===== config.mk =====
export PLATFORM = sky130hd
export DESIGN_NAME = img_fetch
export DESIGN_NICKNAME = d
export VERILOG_FILES = /design/src/rtl/cnn_pkg.sv /design/src/rtl/pix_counter.sv /design/src/rtl/img_fetch.sv
export SDC_FILE = /design/constraint.sdc
export NUM_CORES = 1
export LEC_CHECK = 0
export ABC_AREA = 1
export CORE_MARGIN = 3
export CORE_UTILIZATION = 45
export DETAILED_ROUTE_END_ITERATION = 6
export GPL_TIMING_DRIVEN = 0
export PLACE_DENSITY = 0.68
export SYNTH_ARGS = -nofsm -noshare
export SYNTH_HDL_FRONTEND = slang
export SYNTH_SLANG_ARGS = --single-unit

===== constraint.sdc =====
create_clock -name clk -period 5.6 [get_ports clk]
set_input_delay 1.12 -clock clk [delete_from_list [all_inputs] [get_ports clk]]
set_output_delay 1.12 -clock clk [all_outputs]
set_load 0.03 [all_outputs]

===== src/rtl/cnn_pkg.sv =====
// ------------------------------------------------------------------
// cnn_pkg : shared widths and FSM encoding for the CNN loaders (rev 1.0)
// ------------------------------------------------------------------
`default_nettype none

package cnn_pkg;

    localparam int CNN_DATA_WIDTH = 16;
    localparam int CNN_ADDR_WIDTH = 20;

    typedef enum logic [2:0] {
        ST_IDLE = 3'd0,
        ST_SCAN = 3'd1,
        ST_REQ  = 3'd2,
        ST_WAIT = 3'd3,
        ST_DONE = 3'd4
    } img_fetch_state_t;

endpackage

`default_nettype wire


===== src/rtl/pix_counter.sv =====
// ------------------------------------------------------------------
// pix_counter : channel/row/column walker over a padded W x W x C map (rev 1.0)
// ------------------------------------------------------------------
`default_nettype none

module pix_counter
    import cnn_pkg::*;
#(
    parameter int CNT_W = 7,
    parameter int CH_W  = 4
) (
    input  logic             clk,
    input  logic             rst_n,
    input  logic             clr_i,
    input  logic             step_i,
    input  logic [CNT_W-1:0] size_i,
    input  logic [CNT_W-1:0] width_i,
    input  logic [1:0]       pad_i,
    input  logic [CH_W-1:0]  nch_i,
    output logic             is_pad_o,
    output logic             last_o
);

    logic [CNT_W-1:0] col_q, col_d;
    logic [CNT_W-1:0] row_q, row_d;
    logic [CH_W-1:0]  ch_q, ch_d;
    logic             w_col_end, w_row_end, w_ch_end;
    logic [CNT_W-1:0] w_lo, w_hi;

    assign w_lo      = CNT_W'(pad_i);
    assign w_hi      = w_lo + size_i;
    assign w_col_end = (col_q == width_i - CNT_W'(1));
    assign w_row_end = (row_q == width_i - CNT_W'(1));
    assign w_ch_end  = (ch_q == nch_i - CH_W'(1));

    // Interior window is [P0, P0+N) on both axes.
    assign is_pad_o = (row_q < w_lo) || (row_q >= w_hi) || (col_q < w_lo) || (col_q >= w_hi);
    assign last_o   = w_col_end && w_row_end && w_ch_end;

    always_comb begin
        col_d = col_q;
        row_d = row_q;
        ch_d  = ch_q;
        if (clr_i) begin
            col_d = '0;
            row_d = '0;
            ch_d  = '0;
        end else if (step_i) begin
            if (w_col_end) begin
                col_d = '0;
                if (w_row_end) begin
                    row_d = '0;
                    ch_d  = w_ch_end ? '0 : ch_q + CH_W'(1);
                end else begin
                    row_d = row_q + CNT_W'(1);
                end
            end else begin
                col_d = col_q + CNT_W'(1);
            end
        end
    end

    always_ff @(posedge clk or negedge rst_n) begin
        if (!rst_n) begin
            col_q <= '0;
            row_q <= '0;
            ch_q  <= '0;
        end else begin
            col_q <= col_d;
            row_q <= row_d;
            ch_q  <= ch_d;
        end
    end

endmodule

`default_nettype wire


===== src/rtl/img_fetch.sv =====
// ------------------------------------------------------------------
// img_fetch : runtime-sized, zero-padded multi-channel feature-map loader (rev 1.0)
// ------------------------------------------------------------------
`default_nettype none

module img_fetch
    import cnn_pkg::*;
#(
    parameter int DATA_WIDTH = CNN_DATA_WIDTH,
    parameter int ADDR_WIDTH = CNN_ADDR_WIDTH,
    parameter int MAX_IMG    = 32,
    parameter int MAX_CH     = 8,
    parameter int BUF_DEPTH  = 8192
) (
    input  logic                         clk,
    input  logic                         rst_n,
    input  logic                         start,
    input  logic [5:0]                   img_size,
    input  logic [$clog2(MAX_CH+1)-1:0]  num_ch,
    input  logic [1:0]                   pad,
    input  logic [ADDR_WIDTH-1:0]        base_addr,
    output logic                         mem_req,
    output logic [ADDR_WIDTH-1:0]        mem_addr,
    input  logic                         mem_gnt,
    input  logic                         mem_rvalid,
    input  logic [DATA_WIDTH-1:0]        mem_rdata,
    output logic                         buf_we,
    output logic [$clog2(BUF_DEPTH)-1:0] buf_addr,
    output logic [DATA_WIDTH-1:0]        buf_wdata,
    output logic                         busy,
    output logic                         done,
    output logic                         err
);

    localparam int BUF_AW = $clog2(BUF_DEPTH);
    localparam int CH_W   = $clog2(MAX_CH + 1);
    localparam int CNT_W  = 7;

    img_fetch_state_t      state_q, state_d;
    logic [CNT_W-1:0]      n_q, w_q;
    logic [1:0]            p_q;
    logic [CH_W-1:0]       c_q;
    logic [ADDR_WIDTH-1:0] mem_ptr_q;
    logic [BUF_AW-1:0]     buf_ptr_q;
    logic [DATA_WIDTH-1:0] rdata_q;
    logic                  wr_pend_q, wr_pend_d;
    logic                  fin_q, fin_d;
    logic                  err_q, err_d;

    logic                  w_step, w_is_pad, w_last;
    logic                  w_accept, w_illegal, w_pad_we, w_grant, w_take;
    logic [CNT_W-1:0]      w_n, w_w;
    logic [31:0]           w_total;

    assign w_n     = CNT_W'(img_size);
    assign w_w     = w_n + CNT_W'({pad, 1'b0});
    assign w_total = 32'(num_ch) * 32'(w_w) * 32'(w_w);

    assign w_illegal = (img_size == '0) || (32'(img_size) > 32'(MAX_IMG))
                    || (num_ch == '0) || (32'(num_ch) > 32'(MAX_CH))
                    || (pad == 2'd3) || (w_total > 32'(BUF_DEPTH));

    assign w_accept = (state_q == ST_IDLE) && start && !w_illegal;
    assign w_grant  = (state_q == ST_REQ) && mem_gnt;
    assign w_take   = (state_q == ST_WAIT) && mem_rvalid;
    // A returned word owns the write port for one cycle; a pad pixel then waits.
    assign w_pad_we = (state_q == ST_SCAN) && !fin_q && !wr_pend_q && w_is_pad;

    assign mem_req   = (state_q == ST_REQ);
    assign mem_addr  = mem_req ? mem_ptr_q : '0;
    assign buf_we    = wr_pend_q || w_pad_we;
    assign buf_addr  = buf_ptr_q;
    assign buf_wdata = wr_pend_q ? rdata_q : '0;
    assign busy      = (state_q == ST_SCAN) || (state_q == ST_REQ) || (state_q == ST_WAIT);
    assign done      = (state_q == ST_DONE);
    assign err       = err_q;

    pix_counter #(
        .CNT_W (CNT_W),
        .CH_W  (CH_W)
    ) u_pix_counter (
        .clk      (clk),
        .rst_n    (rst_n),
        .clr_i    (w_accept),
        .step_i   (w_step),
        .size_i   (n_q),
        .width_i  (w_q),
        .pad_i    (p_q),
        .nch_i    (c_q),
        .is_pad_o (w_is_pad),
        .last_o   (w_last)
    );

    // fin_q marks that the counter has issued its last pixel, which was an
    // interior one still waiting for its data to be written.
    always_comb begin
        state_d   = state_q;
        wr_pend_d = 1'b0;
        fin_d     = fin_q;
        err_d     = 1'b0;
        w_step    = 1'b0;
        case (state_q)
            ST_IDLE: begin
                if (start) begin
                    if (w_illegal) begin
                        err_d = 1'b1;
                    end else begin
                        state_d = ST_SCAN;
                        fin_d   = 1'b0;
                    end
                end
            end
            ST_SCAN: begin
                if (fin_q) begin
                    state_d = ST_DONE;
                end else if (w_is_pad) begin
                    if (!wr_pend_q) begin
                        w_step = 1'b1;
                        if (w_last) state_d = ST_DONE;
                    end
                end else begin
                    w_step  = 1'b1;
                    fin_d   = w_last;
                    state_d = ST_REQ;
                end
            end
            ST_REQ: begin
                if (mem_gnt) state_d = ST_WAIT;
            end
            ST_WAIT: begin
                if (mem_rvalid) begin
                    wr_pend_d = 1'b1;
                    state_d   = ST_SCAN;
                end
            end
            ST_DONE: state_d = ST_IDLE;
            default: state_d = ST_IDLE;
        endcase
    end

    always_ff @(posedge clk or negedge rst_n) begin
        if (!rst_n) begin
            state_q   <= ST_IDLE;
            wr_pend_q <= 1'b0;
            fin_q     <= 1'b0;
            err_q     <= 1'b0;
            n_q       <= '0;
            w_q       <= '0;
            p_q       <= '0;
            c_q       <= '0;
            mem_ptr_q <= '0;
            buf_ptr_q <= '0;
            rdata_q   <= '0;
        end else begin
            state_q   <= state_d;
            wr_pend_q <= wr_pend_d;
            fin_q     <= fin_d;
            err_q     <= err_d;
            if (w_accept) begin
                n_q       <= w_n;
                w_q       <= w_w;
                p_q       <= pad;
                c_q       <= CH_W'(num_ch);
                mem_ptr_q <= base_addr;
                buf_ptr_q <= '0;
            end else begin
                if (w_grant) mem_ptr_q <= mem_ptr_q + ADDR_WIDTH'(1);
                if (buf_we)  buf_ptr_q <= buf_ptr_q + BUF_AW'(1);
            end
            if (w_take) rdata_q <= mem_rdata;
        end
    end

endmodule

`default_nettype wire


==> summary.md, run 1 <==
| Metric | Value |
|---|---|
| Filler instances | 1903 |
| Max-Slew Margin vs Limit | 58.3% |
| Worst setup margin | -2.65 ns |
| CTS sink cnt | 91 |
| Cell area after layout | 12400 µm² |
| Top fanout value on the critical path | 7 |
| Internal power consumption | 0.00416 W |
| Cell area after placement | 11100 µm² |
| Most common library cell in the layout ignoring fill and taps | sky130_fd_sc_hd__nand2_1 |
| Count of pins on the block boundary | 107 |
| Total number of nets in the final design | 1734 |
| Average instance area after synthesis | 6.87 µm² |
| Flip-flop and latch count after synthesis | 91 |
| Maximum clock frequency | 0.121 GHz |
| Number of antenna diodes | 0 |
| Total congestion overflow after global routing | 0 |
| Number of synthesized flops with an enable pin | 0 |
| Startpoint of the lowest-slack register-to-register path | w_q[0]$_DFFE_PN0N_ |
| Number of buffers created by CTS | 9 |
| Site row count | 52 |
| Avg WL per Cell | 14.2 µm |
| Total power | 0.00872 W |
| Hold-fix buffer count after cts | 0 |
| Buffers plus inverters on the worst setup path | 10 |
| Total Routed Length | 25.8 mm |
| Seq pwr share | 12.9% |
| Count of unique library cells instantiated by Yosys | 41 |
| Part of the power in the clock network | 7.8% |
| Vias in the first global route | 9143 |
| Area inside the core boundary | 20500 µm² |
| Start point of the worst hold path | rdata_q[9]$_DFFE_PN0P_ |
| H-tree depth | 3 |
| Outcome | complete, but fails checks |
| Required time of the critical path | 5.82 ns |
| Number of buffers on the longest clock path | 2 |
| Number of iterations in the first detailed-routing pass | 5 |
| Violated checks | negative setup slack |
| Clock-pin slew of the registers on the worst-case setup and hold paths | 0.07 ns |
| Setup repair after global routing missed its margin | true |
| Hold Path Depth | 2 |
| Number of synthesis warnings | 0 |
| Worst Setup Start Kind | primary input |
| Count of buffers inserted at the top-level ports | 105 |
| Combinational share of power | 79.3% |
| Delay of the slowest cell on the worst path | 0.51 ns |
| Most used flip-flop cell after synthesis | sky130_fd_sc_hd__dfrtp_1 |
| X dimension of the die | 151 µm |
| Syn_nets | 1567 |
| Tightest Pin Transition | 0.624 ns |
| Iteration-0 DRC count of the detailed router | 567 |
| Total power per unit cell area | 704 nW/µm² |
| Clock tree from TritonCTS | yes |
| Vias | 9126 |
| IR Drop Worst-Case VDD | 0.655 mV |
| Shortest period the worst path allows | 8.25 ns |
| Final hold vios | 0 |
| Leakage power figure | 6.58 nW |
| Synth top area cells | sky130_fd_sc_hd__dfrtp_1 24%, sky130_fd_sc_hd__nand2_1 15%, sky130_fd_sc_hd__fa_1 12% |
| Critical path's most frequent cell | sky130_fd_sc_hd__fa_1 |
| Fin util | 60.5% |
| Proportion of synthesized chip area in sequential cells | 24.0% |
| Number of nets still failing antenna checks after routing | 0 |
| Critical path capture point type | register |
| Total die area | 22800 µm² |
| Slowest stage cell on the critical path | sky130_fd_sc_hd__fa_1 |
| Overall track demand over capacity in global routing | 23.2% |
| Register-to-Register Path Depth | 16 |
| Global-route wire length before repair | 43.1 mm |
| Setup Viol. Count Final | 74 |
| Routability-driven placement congestion ratio | 0.866 |
| Family with the most delay on the worst path | adder cells |
| Worst Path Arrival | 8.47 ns |
| Cell count after synthesis | 1380 |
| WS Path Type | primary input to register |
| Most frequent cells in the layout | 369 x sky130_fd_sc_hd__nand2_1, 244 x sky130_fd_sc_hd__inv_1, 156 x sky130_fd_sc_hd__nor2_1 |
| Fin crit share | 147% |
| Area growth from synthesis to final layout | 30.7% |
| Latest clock arrival within the worst-skew pair | 0.35 ns |
| DRC viols | 0 |
| Type of the tightest min-delay check | register to register |
| Fraction of registers with async set/reset | 100% |
| Clock root cell | sky130_fd_sc_hd__clkbuf_16 |
| Count of max-cap constraint violations | 0 |
| Final slew viol count | 0 |
| Minimum setup slack among reg-to-reg paths | 1.89 ns |
| Biggest area consumer among synthesized cells | sky130_fd_sc_hd__dfrtp_1 |
| Worst r2r dst | u_pix_counter.ch_q[1]$_DFFE_PN0P_ |
| DR vias/cell | 5.01 |
| Post-synth design cell area | 9480 µm² |
| Net load switching power | 0.00455 W |
| Antenna violations before repair | 0 |
| Initial Util | 46.2% |
| Hold path endpoint | rdata_q[9]$_DFFE_PN0P_ |
| Switching part of the total | 52.2% |
| Portion of synthesized cell area occupied by the leading cell type | 24.0% |
| Fraction of final layout cells sized beyond drive strength 1 | 13.9% |
| Largest net degree at the start of global routing | 69 |
| Height of the die | 151 µm |
| Final Skew | 0.00754 ns |
| Detail Placement HPWL | 18.9 mm |
[final cells by class]
type | instances | area [µm²] | share of cell area [%]
flip-flops and latches | 91 | 2280 | 18.4
repair buffers | 159 | 1590 | 12.8
multi-input cells | 991 | 6610 | 53.3
well taps | 270 | 338 | 2.73
clock buffers | 9 | 225 | 1.82
clock inverters | 7 | 101 | 0.818
plain buffers | 27 | 244 | 1.97
inverters | 268 | 1010 | 8.15
[power by group through the flow]
stage               registers [W]  clock network (W)  logic, W
detailed placement        0.00113                  0   0.00570
finish                    0.00113           0.000676   0.00692
CTS                       0.00112           0.000686   0.00659
floorplan                 0.00111                  0   0.00450
global route              0.00116           0.000713   0.00784
global placement          0.00112                  0   0.00564
[state kept, by name (all words and copies together), names as in the netlist]
register	count
wr_pend_q	1
fin_q	1
u_pix_counter.ch_q	4
c_q	4
u_pix_counter.row_q	7
rdata_q	16
u_pix_counter.col_q	7
w_q	7
err	1
state_q	3
mem_ptr_q	20
p_q	2
buf_addr	13
n_q	5
[metrics by stage]
stage / hold slack, ns / TNS, ns / worst slack [ns] / cells
after detailed placement: 0.466 / -289.76 / -3.99 / 1756
after global placement: 0.463 / -298.51 / -3.93 / 1755
after CTS: 0.486 / -186.24 / -2.60 / 1815
final: 0.481 / -191.35 / -2.65 / 1822
after floorplan: 0.449 / -183.66 / -2.56 / 1380
after global routing: 0.519 / -215.31 / -2.98 / 1822
[how the worst max path moves through the flow]
stage / start / end / slack (ns) / depth (start not counted)
6_report: img_size[1] / u_pix_counter.ch_q[1]$_DFFE_PN0P_ / -2.65 / 40
5_1_grt: pad[0] / u_pix_counter.row_q[6]$_DFFE_PN0P_ / -2.98 / 44
3_3_place_gp: img_size[2] / u_pix_counter.ch_q[1]$_DFFE_PN0P_ / -3.93 / 42
3_5_place_dp: img_size[2] / u_pix_counter.col_q[4]$_DFFE_PN0P_ / -3.99 / 42
2_1_floorplan: img_size[1] / mem_ptr_q[15]$_DFFE_PN0P_ / -2.56 / 41
4_1_cts: img_size[1] / c_q[2]$_DFFE_PN0N_ / -2.60 / 42
[synth_stat cells (20+ instances only)]
library cell	count
sky130_fd_sc_hd__fa_1	56
sky130_fd_sc_hd__xor2_1	33
sky130_fd_sc_hd__dfrtp_1	91
sky130_fd_sc_hd__inv_1	253
sky130_fd_sc_hd__nand2_1	390
sky130_fd_sc_hd__o21ai_0	20
sky130_fd_sc_hd__a21oi_1	37
sky130_fd_sc_hd__nor2_1	163
sky130_fd_sc_hd__nand4_1	22
sky130_fd_sc_hd__nand3_1	85
sky130_fd_sc_hd__o21ai_1	38
sky130_fd_sc_hd__ha_1	78
[metal layers]
layer  GRT usage, %  wire, µm  vias to the layer above  share of wire (%)
li1               -         -                     4581                  -
met1           29.3     11100                     4305                 43
met2           41.9     13200                      184                 51
met3           1.89       802                       56                3.1
met4           7.84       691                        0                2.7
met5              0         0                        -                  0
[cell families after synthesis]
| kind of cell | share of synthesized area [%] |
|---|---|
| flops | 24.0 |
| xor+xnor | 3.97 |
| simple gates | 30.9 |
| buf+inv | 12.4 |
| compound gates | 6.52 |
| fa+ha+maj | 22.1 |
[what timing repair did]
item / in CTS / in global routing
pin swaps: 41 / 8
buffers inserted: 40 / 9
resized for setup: 109 / 40
endpoints found under the setup margin: 74 / 74
gates cloned: 4 / 1
[worst min-delay path, cell delays in order (launching register included)]
cell	delay (ns)
sky130_fd_sc_hd__dfrtp_1	0.34
sky130_fd_sc_hd__nand2_1	0.05
sky130_fd_sc_hd__nand2_1	0.06
Note: power is estimated with default switching activity, not from simulation.
==> run 2: changes to the inputs <==
SKIP_CTS_REPAIR_TIMING = 1   (was default)
==> run 2 against run 1 <==
  * The run still ends with negative setup slack left
  * Cell count is 0.82% lower
  * Count of clock-buffer cells in the layout stayed put
  * Utilization is 0.97 points lower
  * Sequential power hardly changed
  * Sequential share of layout area is 0.30 points higher
  * Via count is 1.4% lower
  * Largest power group unchanged
==> summary.md, run 2 (same netlist as run 1, synthesis figures left out) <==
| Metric | Value |
|---|---|
| X dimension of the die | 151 µm (unchanged) |
| Total power per unit cell area | 697 nW/µm² (-0.95%) |
| Most frequent cells in the layout | 360 x sky130_fd_sc_hd__nand2_1, 244 x sky130_fd_sc_hd__inv_1, 155 x sky130_fd_sc_hd__nor2_1 |
| Worst Setup Start Kind | primary input |
| Total power | 0.00850 W (-2.5%) |
| Clock root cell | sky130_fd_sc_hd__clkbuf_16 |
| Flip-flop count of the largest register, all copies and words added | 20 (unchanged) |
| Global-route wire length before repair | 40.8 mm (-5.5%) |
| Violated checks | negative setup slack |
| Worst setup margin | -2.68 ns (-0.0328 ns) |
| DR vias/cell | 4.98 (-0.55%) |
| DRC viols | 0 (unchanged) |
| Total Routed Length | 24.8 mm (-3.7%) |
| Latest clock arrival within the worst-skew pair | 0.35 ns (about the same) |
| Avg WL per Cell | 13.7 µm (-2.9%) |
| Clock tree from TritonCTS | yes |
| Count of buffers inserted at the top-level ports | 105 (unchanged) |
| Vias | 9001 (-1.4%) |
| Critical path's most frequent cell | sky130_fd_sc_hd__fa_1 |
| Top fanout value on the critical path | 7 (unchanged) |
| Most common library cell in the layout ignoring fill and taps | sky130_fd_sc_hd__nand2_1 |
| Family with the most delay on the worst path | adder cells |
| Number of buffers on the longest clock path | 2 (unchanged) |
| Number of nets still failing antenna checks after routing | 0 (unchanged) |
| Site row count | 52 (unchanged) |
| Worst Path Arrival | 8.51 ns (+0.04 ns) |
| Antenna violations before repair | 0 (unchanged) |
| Final Skew | 0.0104 ns (+0.00281 ns) |
| WS Path Type | primary input to register |
| Routability-driven placement congestion ratio | 0.866 (unchanged) |
| H-tree depth | 3 (unchanged) |
| Leakage power figure | 6.48 nW (-1.6%) |
| Setup Viol. Count Final | 74 (unchanged) |
| Fin crit share | 148% (+0.59 points) |
| Height of the die | 151 µm (unchanged) |
| Critical path capture point type | register |
| Max-Slew Margin vs Limit | 57.7% (-0.62 points) |
| Required time of the critical path | 5.83 ns (about the same) |
| Tightest Pin Transition | 0.633 ns (+0.00922 ns) |
| Maximum clock frequency | 0.121 GHz (-0.40%) |
| Setup repair after global routing missed its margin | true |
| IR Drop Worst-Case VDD | 0.653 mV (-0.25%) |
| Vias in the first global route | 8731 (-4.5%) |
| Iteration-0 DRC count of the detailed router | 466 (-18%) |
| Total die area | 22800 µm² (unchanged) |
| Total number of nets in the final design | 1719 (-0.87%) |
| Total congestion overflow after global routing | 0 (unchanged) |
| Shortest period the worst path allows | 8.28 ns (+0.0328 ns) |
| Buffers plus inverters on the worst setup path | 10 (unchanged) |
| Initial Util | 46.2% (unchanged) |
| Overall track demand over capacity in global routing | 21.8% (-1.4 points) |
| Register bank with the most flops | mem_ptr_q |
| Clock-pin slew of the registers on the worst-case setup and hold paths | 0.07 ns (about the same) |
| Number of iterations in the first detailed-routing pass | 5 (unchanged) |
| Largest net degree at the start of global routing | 69 (unchanged) |
| Outcome | complete, but fails checks |
| Type of the tightest min-delay check | register to register |
| Number of buffers created by CTS | 9 (unchanged) |
| Fraction of final layout cells sized beyond drive strength 1 | 12.7% (-1.2 points) |
| Final hold vios | 0 (unchanged) |
| Count of max-cap constraint violations | 0 (unchanged) |
| Placement-stage worst setup slack | -3.99 ns (unchanged) |
| Count of pins on the block boundary | 107 (unchanged) |
| Area inside the core boundary | 20500 µm² (unchanged) |
| Fin util | 59.5% (-0.97 points) |
| Number of antenna diodes | 0 (unchanged) |
| Setup TNS | -193.52 ns (-2.17 ns) |
| Area growth from synthesis to final layout | 28.6% |
| Delay of the slowest cell on the worst path | 0.51 ns (about the same) |
| CTS sink cnt | 91 (unchanged) |
| Final slew viol count | 0 (unchanged) |
| Detail Placement HPWL | 18.9 mm (unchanged) |
| Slowest stage cell on the critical path | sky130_fd_sc_hd__fa_1 |
| Filler instances | 1919 (+0.84%) |
## run 2: changes by cell type in the layout (fill, tap and decap cells not counted), moves of 3 or more
cell | previous run | this run
sky130_fd_sc_hd__buf_4 | 42 | 32
sky130_fd_sc_hd__o21ai_0 | 14 | 18
sky130_fd_sc_hd__nand2_4 | 6 | 2
sky130_fd_sc_hd__nand3_1 | 76 | 81
sky130_fd_sc_hd__o21ai_2 | 14 | 10
sky130_fd_sc_hd__a21oi_2 | 13 | 10
sky130_fd_sc_hd__nand2_1 | 369 | 360
sky130_fd_sc_hd__nand3_2 | 8 | 4
sky130_fd_sc_hd__nand2_2 | 15 | 28
sky130_fd_sc_hd__dlymetal6s2s_1 | 0 | 3
## run 2: cell type report
class / count / area (µm²) / area share, %
plain buffers: 29 / 235 / 1.93
clock buffers: 9 / 225 / 1.85
clock inverters: 7 / 101 / 0.831
inverters: 268 / 1010 / 8.28
multi-input cells: 991 / 6560 / 53.8
flip-flops and latches: 91 / 2280 / 18.7
well taps: 270 / 338 / 2.77
repair buffers: 142 / 1450 / 11.9
## run 2: worst paths after layout
check | start | cells after the start | end | slack [ns]
max in group asynchronous | rst_n | 2 | wr_pend_q$_DFF_PN0_ | 4.27
min reg2reg | rdata_q[9]$_DFFE_PN0P_ | 2 | rdata_q[9]$_DFFE_PN0P_ | 0.48
min in group asynchronous | rst_n | 1 | p_q[1]$_DFFE_PN0N_ | 0.68
max | img_size[1] | 41 | u_pix_counter.ch_q[2]$_DFFE_PN0P_ | -2.68
max reg2reg | w_q[0]$_DFFE_PN0N_ | 16 | u_pix_counter.ch_q[3]$_DFFE_PN0P_ | 1.96
min | rdata_q[9]$_DFFE_PN0P_ | 2 | rdata_q[9]$_DFFE_PN0P_ | 0.48
## run 2: routing by layer
layer  part of all wire [%]  track usage (%)  vias to the layer above
met3                    3.1             2.33                       43
li1                       -                -                     4550
met2                     51             38.4                      175
met5                      0                0                        -
met1                     43             27.7                     4233
met4                    3.0             8.20                        0
## run 2: per-stage QoR
step           area [µm²]  hold slack, ns  std cells
2_1_floorplan        9660           0.449       1380
6_report            12200           0.481       1807
3_5_place_dp        11100           0.466       1756
5_1_grt             12200           0.512       1807
3_3_place_gp        11100           0.463       1755
4_1_cts             11400           0.486       1772
## run 2: tightest hold or removal path: stages, from the launching register on
cell and delay, ns:
sky130_fd_sc_hd__dfrtp_1 0.34, sky130_fd_sc_hd__nand2_1 0.05, sky130_fd_sc_hd__nand2_1 0.06
## run 2: where the power goes
group          internal, W  switching (W)
Combinational      0.00279        0.00391
Sequential        0.000890       0.000236
Clock             0.000395       0.000278
